File: config.mk
export PLATFORM = sky130hd
export DESIGN_NAME = retire_uov_gen
export DESIGN_NICKNAME = d
export VERILOG_FILES = /design/src/rtl/nou_retire_pkg.sv /design/src/rtl/nou_mask_fifo.sv /design/src/rtl/retire_uov_gen.sv
export SDC_FILE = /design/constraint.sdc
export NUM_CORES = 1
export LEC_CHECK = 0
export CAP_MARGIN = 15
export CORE_MARGIN = 1
export CORE_UTILIZATION = 50
export CTS_CLUSTER_SIZE = 25
export DETAILED_ROUTE_END_ITERATION = 8
export PLACE_DENSITY_LB_ADDON = 0.08
export SLEW_MARGIN = 40
export SYNTH_ARGS = -nofsm -noshare
export SYNTH_HDL_FRONTEND = slang
export SYNTH_SLANG_ARGS = --single-unit
File: constraint.sdc
create_clock -name clk -period 7.1 [get_ports clk]
set_clock_uncertainty 0.05 [all_clocks]
set_input_delay 1.42 -clock clk [delete_from_list [all_inputs] [get_ports clk]]
set_output_delay 1.42 -clock clk [all_outputs]
set_load 0.05 [all_outputs]
File: src/rtl/nou_retire_pkg.sv
// Shared sizing constants and mask type for the retire / unit-output-vector generator.
// No logic; constants only.
// No flow control.
`ifndef NOU_UOV_SIZE
`define NOU_UOV_SIZE 4
`endif

package nou_retire_pkg;

    // One bit per functional unit.
    localparam int UOV_SIZE_DEF = `NOU_UOV_SIZE;

    // Maximum number of issued entries awaiting retirement (power of two, >= 2).
    localparam int DEPTH_DEF = 4;

    // Pointer width indexes the storage; the count needs one extra bit to represent "full".
    localparam int PTR_W_DEF = $clog2(DEPTH_DEF);
    localparam int CNT_W_DEF = PTR_W_DEF + 1;

    typedef logic [UOV_SIZE_DEF-1:0] uov_mask_t;

    function automatic int ptr_width(input int depth);
        return $clog2(depth);
    endfunction

    function automatic int cnt_width(input int depth);
        return $clog2(depth) + 1;
    endfunction

endpackage

File: src/rtl/nou_mask_fifo.sv
// Circular store of issued unit masks; head entry is always visible combinationally.
// Latency: a pushed mask becomes the head no earlier than the cycle after the push.
// Backpressure: push ignored while full, pop ignored while empty; the owner checks full/empty.
module nou_mask_fifo
    import nou_retire_pkg::*;
#(
    parameter int DEPTH = DEPTH_DEF,
    parameter int WIDTH = UOV_SIZE_DEF,
    localparam int PTR_W = ptr_width(DEPTH),
    localparam int CNT_W = cnt_width(DEPTH)
) (
    input  logic             clk,
    input  logic             rstn,
    input  logic             push,
    input  logic [WIDTH-1:0] push_mask,
    input  logic             pop,
    output logic [WIDTH-1:0] head_mask,
    output logic [CNT_W-1:0] count,
    output logic             full,
    output logic             empty
);

    logic [WIDTH-1:0] mem [DEPTH];
    logic [PTR_W-1:0] wr_ptr;
    logic [PTR_W-1:0] rd_ptr;
    logic             push_ok;
    logic             pop_ok;

    assign full      = (count == CNT_W'(DEPTH));
    assign empty     = (count == '0);
    assign push_ok   = push & ~full;
    assign pop_ok    = pop & ~empty;
    assign head_mask = mem[rd_ptr];

    // Storage is qualified by the pointers, so it carries no reset.
    always_ff @(posedge clk) begin
        if (push_ok) begin
            mem[wr_ptr] <= push_mask;
        end
    end

    // Pointers wrap naturally because DEPTH is a power of two; count tracks occupancy.
    always_ff @(posedge clk or negedge rstn) begin
        if (!rstn) begin
            wr_ptr <= '0;
            rd_ptr <= '0;
            count  <= '0;
        end else begin
            if (push_ok) begin
                wr_ptr <= wr_ptr + PTR_W'(1);
            end
            if (pop_ok) begin
                rd_ptr <= rd_ptr + PTR_W'(1);
            end
            case ({push_ok, pop_ok})
                2'b10:   count <= count + CNT_W'(1);
                2'b01:   count <= count - CNT_W'(1);
                default: count <= count;
            endcase
        end
    end

endmodule

File: src/rtl/retire_uov_gen.sv
// Tracks issued entries' unit masks, retires the head in order once all its units report done.
// Latency: final unit_done of the head in cycle t -> retire_vld/unit_output_vector in t+1.
// Backpressure: issue_ready low while DEPTH entries are held; an issue then is dropped and flagged.
`ifndef NOU_UOV_SIZE
`define NOU_UOV_SIZE 4
`endif

module retire_uov_gen
    import nou_retire_pkg::*;
#(
    parameter int UOV_SIZE = `NOU_UOV_SIZE,
    parameter int DEPTH    = DEPTH_DEF,
    localparam int CNT_W   = cnt_width(DEPTH)
) (
    input  logic                clk,
    input  logic                rstn,
    input  logic                issue_vld,
    input  logic [UOV_SIZE-1:0] issue_unit_mask,
    output logic                issue_ready,
    input  logic [UOV_SIZE-1:0] unit_done,
    output logic [UOV_SIZE-1:0] unit_output_vector,
    output logic                retire_vld,
    output logic [CNT_W-1:0]    outstanding_cnt,
    output logic                protocol_err
);

    logic [UOV_SIZE-1:0] head_mask;
    logic [UOV_SIZE-1:0] done_reg;
    logic [UOV_SIZE-1:0] outstanding_units;
    logic [UOV_SIZE-1:0] done_eff;
    logic [UOV_SIZE-1:0] clr;
    logic                fifo_full;
    logic                fifo_empty;
    logic                push;
    logic                retire;
    logic                err_set;

    nou_mask_fifo #(
        .DEPTH (DEPTH),
        .WIDTH (UOV_SIZE)
    ) u_fifo (
        .clk       (clk),
        .rstn      (rstn),
        .push      (push),
        .push_mask (issue_unit_mask),
        .pop       (retire),
        .head_mask (head_mask),
        .count     (outstanding_cnt),
        .full      (fifo_full),
        .empty     (fifo_empty)
    );

    // Ready reflects registered occupancy only, so a same-cycle retire never opens a slot early.
    assign issue_ready = ~fifo_full;
    assign push        = issue_vld & issue_ready;

    // Head retires when every unit it claimed has completed, counting this cycle's pulses;
    // an entry pushed this cycle is not yet visible as head because occupancy is registered.
    always_comb begin
        done_eff = done_reg | unit_done;
        retire   = 1'b0;
        clr      = '0;
        if (!fifo_empty && ((head_mask & ~done_eff) == '0)) begin
            retire = 1'b1;
            clr    = head_mask;
        end
    end

    // Protocol violations: completion from an idle unit, re-claiming a busy unit, issuing while full.
    always_comb begin
        err_set = 1'b0;
        if ((unit_done & ~outstanding_units) != '0) begin
            err_set = 1'b1;
        end
        if (push && ((issue_unit_mask & outstanding_units) != '0)) begin
            err_set = 1'b1;
        end
        if (issue_vld && !issue_ready) begin
            err_set = 1'b1;
        end
    end

    // Completion accumulator; the retiring entry's bits are consumed as it leaves.
    always_ff @(posedge clk or negedge rstn) begin
        if (!rstn) begin
            done_reg <= '0;
        end else begin
            done_reg <= done_eff & ~clr;
        end
    end

    // Union of all held masks: set on accepted issue, released by the retiring head.
    always_ff @(posedge clk or negedge rstn) begin
        if (!rstn) begin
            outstanding_units <= '0;
        end else begin
            outstanding_units <= (outstanding_units & ~clr) | (push ? issue_unit_mask : '0);
        end
    end

    // One-cycle retire pulse carrying the released units to decode.
    always_ff @(posedge clk or negedge rstn) begin
        if (!rstn) begin
            retire_vld         <= 1'b0;
            unit_output_vector <= '0;
        end else begin
            retire_vld         <= retire;
            unit_output_vector <= clr;
        end
    end

    // Sticky error flag, cleared only by reset.
    always_ff @(posedge clk or negedge rstn) begin
        if (!rstn) begin
            protocol_err <= 1'b0;
        end else if (err_set) begin
            protocol_err <= 1'b1;
        end
    end

endmodule
== Yosys cells after proc, flatten, opt, wreduce, memory -nomap -nowiden ==
Memory sizes are Yosys's and may differ from the RTL's.
Index checks and enable logic that the tools add are counted.
W data, S select, Z words.
Storage, ports and cells
  bits in registers: 21
  memory bits (writable): 16
  input bits: 11
  output and inout port bits: 10
  word-level logic and storage cells: 49
  memories: 1
Memories
  u_fifo.mem: words 4, bits a word 4, rd ports 1, clocked after memory_dff 0, wr ports 1, line nou_mask_fifo.sv:23  | logic [WIDTH-1:0] mem [DEPTH];
Operators by class
  add/subtract/negate cells: 4
  equality and inequality tests: 3
  mux-type cells: 9
  bitwise operators: 15
  reductions and logical operators: 9
Operators with widths (count)
  $and A4 B4 Y4: 5
  $not A4 Y4: 3
  $mux W4: 2
  $or A4 B4 Y4: 2
  $reduce_bool A4 Y1: 2
  $mux W1: 6
  $pmux W3 S2: 1
  $add A2 B1 Y2 const B: 2
  $logic_not A4 Y1: 1
  $add A3 B1 Y3 const B: 1
  $and A1 B1 Y1: 3
  $eq A3 B3 Y1 const B: 1
  $logic_and A1 B1 Y1: 3
  $logic_not A3 Y1: 1
  $sub A3 B1 Y3 const B: 1
  $eq A2 B1 Y1 const B: 1
  $eq A2 B2 Y1 const B: 1
  $not A1 Y1: 2
  $reduce_bool A2 Y1: 1
  $logic_not A1 Y1: 1

== Depth between registers and ports, before layout ==
Gate-level depths: netlist of run 1.
  depth after elaboration: 9
  mapped depth: 11
  mapped depth without buffers: 10

== Modules after synthesis ==
Synthesis of run 1 repeated with hierarchy kept, for this count alone.
Unflattened totals
  cells, all modules: 118
  area, all modules: 1655.3 um^2
By module, submodules not included
  nou_mask_fifo: instances 1, cells an instance 58, area each 1017.2 um^2, seq. area each 655.6 um^2
  retire_uov_gen: instances 1, cells an instance 60, area each 638.1 um^2, seq. area each 350.3 um^2

== Least setup slack after synthesis of run 1 ==
OpenSTA, ideal clock, no wires.
  path kind: input -> register
  start point: input unit_done[2]
  end point: register u_fifo.count[2]
  setup time: 0.082 ns
  arrival: 2.979 ns
  required time: 6.968 ns
  slack: 3.989 ns
  stages: 10
  path buffers: 0
  cell sequence: or3_1 > a2bb2oi_1 > nand4_1 > inv_1 > ha_1 > inv_1 > fa_1 > xor2_1 > nor2_1 > xor2_1
Between the ends
  word-level cells in the longest chain between the ends: 9
  elaborated cells on any way between the ends: 11
  classes of those cells: eq/ne: 2; mux: 2; bitwise: 4; reduce/logical: 3
Ends and longest elaborated chain
  start, declared: line retire_uov_gen.sv:20  | input logic [UOV_SIZE-1:0] unit_done,
  $or A4 B4 Y4 *: line retire_uov_gen.sv:60  | done_eff = done_reg | unit_done;
  $not A4 Y4 *: line retire_uov_gen.sv:63  | if (!fifo_empty && ((head_mask & ~done_eff) == '0)) begin
  $and A4 B4 Y4 *: line retire_uov_gen.sv:63
  $logic_not A4 Y1 *: line retire_uov_gen.sv:63
  $logic_and A1 B1 Y1 *: line retire_uov_gen.sv:63
  $mux W1 *: line retire_uov_gen.sv:63
  via retire: line retire_uov_gen.sv:35  | logic retire;
  $and A1 B1 Y1 *: line nou_mask_fifo.sv:32  | assign pop_ok = pop & ~empty;
  $eq A2 B1 Y1 / $eq A2 B2 Y1 (equally long branches): line nou_mask_fifo.sv:55  | case ({push_ok, pop_ok})
  $pmux W3 S2 / $reduce_bool A2 Y1 (equally long branches)
  end signal, assigned: line nou_mask_fifo.sv:56  | 2'b10: count <= count + CNT_W'(1);
  end signal, assigned: line nou_mask_fifo.sv:57  | 2'b01: count <= count - CNT_W'(1);
  end signal, assigned: line nou_mask_fifo.sv:58  | default: count <= count;
  end, declared: line nou_mask_fifo.sv:18  | output logic [CNT_W-1:0] count,
Mark *: on every way through the listed nets, which the timed path passes. The rest lies on a longest branch.
A chain may end at the register's enable or synchronous reset.

== Worst setup path in the final report of run 1 ==
Ends and elaborated chain as after synthesis.

==> run summary, run 1 <==
outcome: finished, final reports clean
TritonCTS clock tree: yes
post-cts hold buffer count: 0
total power after layout: 0.923 mW
global-route wire length before repair: 4.80 mm
largest family of logic cells by synthesized area: simple AND/OR/NAND/NOR gates
actual transition at the worst max-transition pin: 0.507 ns
arithmetic-cell share of the synthesized area counting full adders, half adders and majority gates: 5.16%
hold path startpoint: protocol_err$_DFFE_PN0P_
H-tree depth reported by CTS: 2
die span in x: 58.6 um
number of global-route vias before repair: 977
Most flops, register: u_fifo.mem
Post-synth EDFFs: 16
Core Footprint: 3050 um2
iteration count of the initial detailed-routing pass: 4
Synth Area in Compound Gates: 6.34%
GR Util met1: 26.7%
clk slew on worst S/H paths: 0.10 ns
R2R depth: 10
largest net degree at the start of global routing: 22
worst-case headroom to the max-slew limit: 66.1%
Wirelength per Cell: 15.3 um
aggregate negative setup slack: 0 ns
number of standard cells in the final layout excluding fillers: 190
sequential element share of the synthesized area: 62.9%
Port-buffer cells: 20
kind of cell adding the most delay to the critical path: buffers and inverters
via count: 975
worst hold path cell count: 2
Register-to-Register Setup Slack: 4.10 ns
Clock Latency Late Sink: 0.34 ns
library cells used by synthesis: 35
Post-CTS Setup Bufs: 0
Net count, final: 162
Starting DRT DRC Count: 37
final critical delay including setup and external delays: 3.50 ns
post-detailed-route DRC marker count: 0
number of diodes: 0
area share of the largest cell type after synthesis: 32.9%
Yosys reg bits: 37
ANT nets after route: 0
wirelength, routed: 2.92 mm
clock root cell: clkbuf_4
met3 global-route usage: 5.49%
Worst Path Arrival: 3.72 ns
Die Y: 58.6 um
DP HPWL: 2.16 mm
syn_area_per_cell: 13.2 um2
max cap viols: 0
Final GP Congestion: 0.835
share of synthesized flip-flops with an asynchronous set or reset: 56.8%
Power Dens Cells: 485 nW/um2
global-route layer with the greatest usage: met2
number of buffer and inverter instances along the worst setup path: 3
number of vias per cell: 5.13
max reg flops: 16
number of setup violations in the final report: 0
biggest area consumer among synthesized cells: dfrtp_1
Crit. End Element: flop
Worst setup SP type: input pin
CP required: 7.32 ns
clk buf depth: 2
starting density of the core: 52.4%
WHS Endpoint: protocol_err$_DFFE_PN0P_
simple-gate share of the synthesized area: 11.5%
hold slack: 0.459 ns
summed instance area of the synthesized netlist: 1600 um2
maximum clock frequency: 286 MHz
critical register-to-register path endpoint: u_fifo.count[2]$_DFFE_PN0P_
GRT overflow: 0
number of top-level pins: 21
xor and xnor area share after synthesis: 3.29%
cell at the slowest stage of the critical path: clkdlybuf4s50_1
number of warnings reported in the yosys synthesis log: 0
most instantiated cells after synthesis: dfrtp_1, edfxtp_1, inv_1
Most used DFF post-synth: dfrtp_1
largest fanout of any net on the critical path: 4
critical path, cell by cell: clkdlybuf4s50_1, or3_1, a2bb2oi_1, nand4_1, inv_1, ha_1, inv_1, fa_1, xor2_1, nor2_1, xor2_1
share of the cycle needed by the critical path after routing: 49.3%
GRT met2 Usage: 30.7%
number of cells in the design after placement: 182
initial antenna violation count: 0
TritonCTS sink count: 37
largest cells by area after synthesis: dfrtp_1, edfxtp_1, ha_1
fraction of layout instances using a drive strength above 1: 13.0%
critical register-to-register path startpoint: u_fifo.rd_ptr[0]$_DFFE_PN0N_
cell with the most instances after synthesis: dfrtp_1
row cnt: 20
GRT Util Overall: 20.0%
final hold violation count: 0
number of nets in the synthesized netlist: 138
Critical Path Stages: 11
multiplexer share of the synthesized area: 6.81%
layout overhead on the synthesized area: 18.9%
Hold/Removal Path Class: flop to flop
TritonCTS Buffers: 5
post-cts gate resize count: 0
peak supply drop: 254 uV
Max Slew Vio Count: 0
Post-Syn Instances: 121
die outline area: 3430 um2
Critical Setup Path Class: input pin to flop
static power due to leakage: 0.790 nW
delay of the slowest cell on the worst path: 0.52 ns
RSZ-0062 raised after global routing: false
## routing by layer
metal / wire length (um) / vias to the layer above
li1: - / 475
met1: 1340 / 459
met2: 1340 / 33
met3: 175 / 8
met4: 55 / 0
met5: 0 / -
## cell usage in the layout (no fill, tap or decap), types with 2 or more instances in the layout
cell,instances
nand2_1,7
a22oi_1,2
ha_1,5
edfxtp_1,16
clkbuf_4,5
a21oi_1,3
nor2_1,10
nand3_1,3
nor2_2,2
mux2_2,3
mux2i_1,3
xnor2_1,3
o21ai_0,2
and3_1,4
clkdlybuf4s50_1,19
xor2_1,3
inv_1,11
dfrtp_1,21
mux4_2,2
and3_2,2
nor3_1,3
## per-stage QoR
stage	instance area [um2]	utilization (%)	worst slack, ns
after floorplan	1600	-	3.99
after global placement	1830	60.0	3.37
after detailed placement	1830	59.8	3.28
after CTS	1900	62.3	3.59
after global routing	1900	62.3	3.46
final	1900	62.3	3.60
## worst reg2reg max path: cells and delay by family, from the launching register on
kind	cells	cell delay [ns]
AOI/OAI and AO/OA	1	0.23
xor gates and xnor gates	2	0.30
muxes	1	0.60
DFF	1	0.62
and+or+nand+nor	2	0.36
adders and majority gates	2	0.57
buffers and inverters	2	0.20
## where the power goes
part	switching (mW)	leakage (nW)	internal (mW)	total [mW]
clock network	0.0674	0.0399	0.0733	0.141
registers	0.0553	0.391	0.305	0.360
logic	0.249	0.360	0.174	0.423
## cell type report
cell class / count / area [um2]
inverters: 11 / 41.3
well taps: 44 / 55.1
clock buffers: 6 / 41.3
clock inverters: 2 / 33.8
fillers: 255 / 1150
repair buffers: 20 / 195
multi-input cells: 70 / 529
flip-flops and latches: 37 / 1010
## worst max path at each step
stage	startpoint	to	slack [ns]
after detailed placement	unit_done[2]	u_fifo.count[2]$_DFFE_PN0P_	3.28
final	unit_done[2]	u_fifo.count[2]$_DFFE_PN0P_	3.60
after CTS	unit_done[2]	u_fifo.count[2]$_DFFE_PN0P_	3.59
after global routing	unit_done[2]	u_fifo.count[2]$_DFFE_PN0P_	3.46
after floorplan	unit_done[2]	u_fifo.count[2]$_DFFE_PN0P_	3.99
after global placement	unit_done[2]	u_fifo.count[2]$_DFFE_PN0P_	3.37
## cells by family (layout without fill, tap and decap cells)
kind of cell	after synthesis	count (layout)
compound gates	14	14
xor+xnor	6	6
simple gates	36	36
flops	37	37
buf+inv	14	39
mux	8	8
fa+ha+maj	6	6
No activity file was read; power rests on OpenSTA's default activity.
==> run 2, diff against run 1 <==
clock period = 3.28 ns   (was 7.1 ns; I/O delays follow)
==> run 2 against run 1 <==
Largest power group unchanged. Count of clock-buffer cells in the layout stayed put. Critical path type is now flop to flop. Combinational power is 120% higher. Via count is 1.8% higher. Design area is 0.39% lower. Non-clock buffer count is 1 higher. Die area stayed put. Sequential cell count stayed put. Critical endpoint unchanged. Hold slack worse by 0.25 ns. Register-to-register slack worse by 3.7 ns.
==> run summary, run 2 (synthesis results as in run 1) <==
outcome: finished, final reports clean
starting density of the core: 52.4% (unchanged)
delay of the slowest cell on the worst path: 0.63 ns (+0.11 ns)
TritonCTS Buffers: 5 (unchanged)
post-layout util: 62.0% (-0.25 points)
number of setup violations in the final report: 0 (unchanged)
initial antenna violation count: 0 (unchanged)
final hold violation count: 0 (unchanged)
global-route wire length before repair: 4.72 mm (-1.6%)
Final GP Congestion: 0.867 (+3.8%)
most frequent cells in the layout: dfrtp_1, clkdlybuf4s50_1, edfxtp_1
max reg flops: 16 (unchanged)
largest fanout of any net on the critical path: 11 (+7)
Port-buffer cells: 20 (unchanged)
H-tree depth reported by CTS: 2 (unchanged)
die span in x: 58.6 um (unchanged)
placed cell areas: 1830 um2 (+0.41%)
global-route layer with the greatest usage: met2
number of top-level pins: 21 (unchanged)
most common cell after layout, fill and taps aside: dfrtp_1
critical path, cell by cell: mux4_2, a22oi_2, nand4_1, inv_1, ha_1, inv_1, fa_1, xor2_1, nor2_1, xor2_1
largest net degree at the start of global routing: 22 (unchanged)
layout overhead on the synthesized area: 18.5%
aggregate negative setup slack: 0 ns (unchanged)
TritonCTS clock tree: yes
Most flops, register: u_fifo.mem
GRT overflow: 0 (unchanged)
peak supply drop: 561 uV (+120%)
Max Slew Vio Count: 0 (unchanged)
ANT nets after route: 0 (unchanged)
wirelength, routed: 2.87 mm (-1.4%)
Register-to-Register Setup Slack: 0.42 ns (-3.68 ns)
Starting DRT DRC Count: 54 (+46%)
met3 global-route usage: 5.93% (+0.44 points)
post-cts gate resize count: 0 (unchanged)
final design instance area without fill: 1890 um2 (-0.39%)
worst-case headroom to the max-slew limit: 66.3% (+0.27 points)
Hold/Removal Path Class: input pin to asynchronous set/reset pin
Critical Setup Path Class: flop to flop
fraction of layout instances using a drive strength above 1: 14.3% (+1.3 points)
final critical delay including setup and external delays: 2.86 ns
RSZ-0062 raised after global routing: false
via count: 993 (+1.8%)
TritonCTS sink count: 37 (unchanged)
Power Dens Cells: 1040 nW/um2 (+110%)
actual transition at the worst max-transition pin: 0.503 ns (-0.00401 ns)
Core Footprint: 3050 um2 (unchanged)
clk slew on worst S/H paths: 0.11 ns (about the same)
critical register-to-register path startpoint: u_fifo.rd_ptr[0]$_DFFE_PN0N_
slack of the critical path: 0.424 ns (-3.17 ns)
Clock Latency Late Sink: 0.34 ns (about the same)
critical register-to-register path endpoint: u_fifo.count[2]$_DFFE_PN0P_
number of buffer and inverter instances along the worst setup path: 2 (-1)
row cnt: 20 (unchanged)
number of global-route vias before repair: 1019 (+4.3%)
post-cts hold buffer count: 0 (unchanged)
Post-CTS Setup Bufs: 0 (unchanged)
hold slack: 0.207 ns (-0.251 ns)
max cap viols: 0 (unchanged)
Wirelength per Cell: 15.0 um (-1.9%)
post-detailed-route DRC marker count: 0 (unchanged)
clock root cell: clkbuf_4
cell at the slowest stage of the critical path: dfrtp_1
number of vias per cell: 5.20 (+1.3%)
Die Y: 58.6 um (unchanged)
iteration count of the initial detailed-routing pass: 4 (unchanged)
static power due to leakage: 0.791 nW (about the same)
kind of cell adding the most delay to the critical path: flip-flops
R2R depth: 10 (unchanged)
CP required: 3.48 ns (-3.84 ns)
Worst Path Arrival: 3.06 ns (-0.66 ns)
DP HPWL: 2.10 mm (-2.6%)
maximum clock frequency: 350 MHz
GRT Util Overall: 19.5% (-0.46 points)
GR Util met1: 26.6% (-0.12 points)
fill count: 249 (-2.4%)
number of diodes: 0 (unchanged)
Worst setup SP type: flop
Net count, final: 163 (+0.62%)
DP Worst Slack: 0.346 ns (-2.94 ns)
Crit. End Element: flop
clk buf depth: 2 (unchanged)
share of the cycle needed by the critical path after routing: 87.1%
GRT met2 Usage: 29.4% (-1.3 points)
die outline area: 3430 um2 (unchanged)
run 2: area by class of cell:
cell class              instances  area, um2  share of cell area, %
multi-input cells              70        529                   27.9
well taps                      44       55.1                   2.91
clock inverters                 2       8.76                  0.462
repair buffers                 21        203                   10.7
flip-flops and latches         37       1010                   53.1
inverters                      11       41.3                   2.18
clock buffers                   6       51.3                   2.71
run 2: worst max-delay path by stage:
| stage | from | end | slack, ns | cells after the start |
|---|---|---|---|---|
| after detailed placement | unit_done[2] | u_fifo.count[2]$_DFFE_PN0P_ | 0.35 | 11 |
| after global placement | unit_done[2] | u_fifo.count[2]$_DFFE_PN0P_ | 0.46 | 11 |
| after CTS | u_fifo.rd_ptr[0]$_DFFE_PN0N_ | u_fifo.count[2]$_DFFE_PN0P_ | 0.40 | 10 |
| final | u_fifo.rd_ptr[0]$_DFFE_PN0N_ | u_fifo.count[2]$_DFFE_PN0P_ | 0.42 | 10 |
| after floorplan | u_fifo.count[2]$_DFFE_PN0P_ | u_fifo.count[2]$_DFFE_PN0P_ | 0.32 | 10 |
| after global routing | u_fifo.rd_ptr[0]$_DFFE_PN0N_ | u_fifo.count[2]$_DFFE_PN0P_ | 0.21 | 10 |
run 2: where the power goes:
group | switching [mW] | total, mW | leakage [nW] | internal (mW)
registers | 0.119 | 0.778 | 0.391 | 0.659
logic | 0.549 | 0.942 | 0.364 | 0.393
clock network | 0.141 | 0.242 | 0.0357 | 0.101
total | 0.810 | 1.96 | 0.791 | 1.15
run 2: worst register-to-register path, cell delays in order, from the launching register on:
cell     delay, ns
dfrtp_1       0.63
mux4_2        0.60
a22oi_2       0.24
nand4_1       0.14
inv_1         0.10
ha_1          0.18
inv_1         0.06
fa_1          0.37
xor2_1        0.15
nor2_1        0.10
xor2_1        0.16
run 2: per-stage QoR:
step / instances / power [mW]
floorplan: 121 / 1.47
global placement: 183 / 1.71
detailed placement: 183 / 1.73
CTS: 191 / 1.98
global route: 191 / 2.11
finish: 191 / 1.96
run 2: layer usage:
layer | routed length, um | part of all wire (%)
met1 | 1360 | 47
met2 | 1350 | 47
met3 | 140 | 4.9
met4 | 18 | 0.63
met5 | 0 | 0
==> run 3, diff against run 2 <==
ABC_AREA = 0   (was default)
CORE_MARGIN = 4   (was 1)
==> run 3 against run 2 <==
Via count up 0.30%. Global-route usage is 2.5 points lower. Critical path depth unchanged. Largest power group unchanged.
==> run summary, run 3 (synthesis results as in run 1) <==
outcome: finished, final reports clean
number of top-level pins: 21 (unchanged)
final design instance area without fill: 1910 um2 (+0.66%)
post-cts gate resize count: 0 (unchanged)
Clock Latency Late Sink: 0.34 ns (about the same)
max reg flops: 16 (unchanged)
GRT overflow: 0 (unchanged)
number of vias per cell: 5.24 (+0.83%)
GRT Util Overall: 17.0% (-2.5 points)
largest net degree at the start of global routing: 22 (unchanged)
starting density of the core: 52.4% (unchanged)
largest fanout of any net on the critical path: 11 (unchanged)
power share of the combinational group: 46.6% (-1.4 points)
Most flops, register: u_fifo.mem
DP HPWL: 2.28 mm (+8.2%)
via count: 996 (+0.30%)
TritonCTS Buffers: 5 (unchanged)
TritonCTS sink count: 37 (unchanged)
Crit. End Element: flop
share of the cycle needed by the critical path after routing: 85.7% (-1.3 points)
TritonCTS clock tree: yes
max cap viols: 0 (unchanged)
Critical Setup Path Class: flop to flop
H-tree depth reported by CTS: 2 (unchanged)
die outline area: 4170 um2 (+22%)
Port-buffer cells: 20 (unchanged)
net switching power figure: 0.813 mW (+0.35%)
worst-case headroom to the max-slew limit: 66.3% (about the same)
switching portion of total power: 40.2% (-1.0 points)
placed cell areas: 1830 um2 (unchanged)
number of global-route vias before repair: 1049 (+2.9%)
Clk network pwr share: 14.9% (+2.6 points)
Wirelength per Cell: 15.9 um (+6.0%)
post-layout util: 62.5% (+0.41 points)
Max Slew Vio Count: 0 (unchanged)
number of diodes: 0 (unchanged)
Power Dens Cells: 1060 nW/um2 (+2.2%)
cell at the slowest stage of the critical path: dfrtp_1
final hold violation count: 0 (unchanged)
Die Y: 64.6 um (+10%)
layout overhead on the synthesized area: 19.2%
die span in x: 64.6 um (+10%)
fraction of layout instances using a drive strength above 1: 14.4% (+0.098 points)
Core Footprint: 3050 um2 (unchanged)
total power after layout: 2.02 mW (+2.9%)
Worst setup SP type: flop
global-route wire length before repair: 5.13 mm (+8.6%)
fill count: 264 (+6.0%)
Net count, final: 163 (unchanged)
maximum clock frequency: 356 MHz (+1.5%)
Hold/Removal Path Class: input pin to asynchronous set/reset pin
post-detailed-route DRC marker count: 0 (unchanged)
critical path, cell by cell: mux4_2, a22oi_2, nand4_1, inv_1, ha_1, inv_1, fa_1, xor2_1, nor2_1, xor2_1
static power due to leakage: 0.796 nW (+0.68%)
Post-CTS Setup Bufs: 0 (unchanged)
clk slew on worst S/H paths: 0.11 ns (about the same)
kind of cell adding the most delay to the critical path: flip-flops
clk buf depth: 2 (unchanged)
row cnt: 20 (unchanged)
clock root cell: clkbuf_4
RSZ-0062 raised after global routing: false
Starting DRT DRC Count: 47 (-13%)
number of buffer and inverter instances along the worst setup path: 2 (unchanged)
initial antenna violation count: 0 (unchanged)
aggregate negative setup slack: 0 ns (unchanged)
relative contribution of sequential cells to total power: 38.5% (-1.2 points)
Worst Path Arrival: 3.03 ns (-0.03 ns)
CP required: 3.50 ns (+0.02 ns)
post-cts hold buffer count: 0 (unchanged)
Final GP Congestion: 0.821 (-5.3%)
most common cell after layout, fill and taps aside: dfrtp_1
number of setup violations in the final report: 0 (unchanged)
actual transition at the worst max-transition pin: 0.504 ns (+0.000550 ns)
iteration count of the initial detailed-routing pass: 4 (unchanged)
most frequent cells in the layout: dfrtp_1, clkdlybuf4s50_1, edfxtp_1
final critical delay including setup and external delays: 2.81 ns (-0.0435 ns)
wirelength, routed: 3.03 mm (+5.4%)
peak supply drop: 658 uV (+17%)
delay of the slowest cell on the worst path: 0.63 ns (about the same)
ANT nets after route: 0 (unchanged)
internal portion of total power: 1.21 mW (+4.7%)
-- run 3: worst paths after layout --
check	end	startpoint	slack [ns]	cells past startpoint
worst max-delay path	u_fifo.count[2]$_DFFE_PN0P_	u_fifo.rd_ptr[0]$_DFFE_PN0N_	0.47	10
worst min-delay path	u_fifo.rd_ptr[0]$_DFFE_PN0N_	rstn	0.21	1
worst max register to register	u_fifo.count[2]$_DFFE_PN0P_	u_fifo.rd_ptr[0]$_DFFE_PN0N_	0.47	10
worst min register to register	protocol_err$_DFFE_PN0P_	protocol_err$_DFFE_PN0P_	0.45	2
max in group asynchronous	u_fifo.wr_ptr[0]$_DFFE_PN0P_	rstn	2.64	1
min in group clk	protocol_err$_DFFE_PN0P_	protocol_err$_DFFE_PN0P_	0.45	2
-- run 3: final cells by class --
class	instances	area (um2)	share of cell area (%)
flip-flops and latches	37	1010	52.8
multi-input cells	70	529	27.8
inverters	11	41.3	2.17
clock inverters	2	35.0	1.84
clock buffers	5	37.5	1.97
well taps	44	55.1	2.89
repair buffers	21	203	10.6
-- run 3: per-stage QoR --
step                      std cells  hold WS (ns)  worst slack, ns
after floorplan                 121         0.310            0.321
after global placement          183         0.436            0.466
after detailed placement        183         0.428            0.420
after CTS                       190         0.214            0.430
after global routing            190         0.229            0.239
final                           190         0.211            0.467
-- run 3: worst reg2reg max path: cells and delay by family (launching register included) --
kind	cells	cell delay (ns)
AO/OA/AOI/OAI	1	0.23
XOR/XNOR	2	0.29
adder cells (fa/ha/maj)	2	0.55
buffers and inverters	2	0.15
flip-flops	1	0.63
multiplexers	1	0.60
AND/OR/NAND/NOR	2	0.24
-- run 3: power groups by stage --
stage | clock network [mW] | registers [mW] | logic (mW)
after global placement | 0 | 0.780 | 0.933
after CTS | 0.309 | 0.778 | 0.951
after detailed placement | 0 | 0.789 | 0.945
final | 0.302 | 0.777 | 0.941
after global routing | 0.336 | 0.801 | 1.02
after floorplan | 0 | 0.892 | 0.573
-- run 3: layer usage --
metal  share of wire [%]  GRT usage (%)  up-vias
met2                  50           26.9       28
met5                   0              0        -
met4                0.69           6.33        0
met1                  45           21.0      494
met3                 5.1           6.76        4
li1                    -              -      470
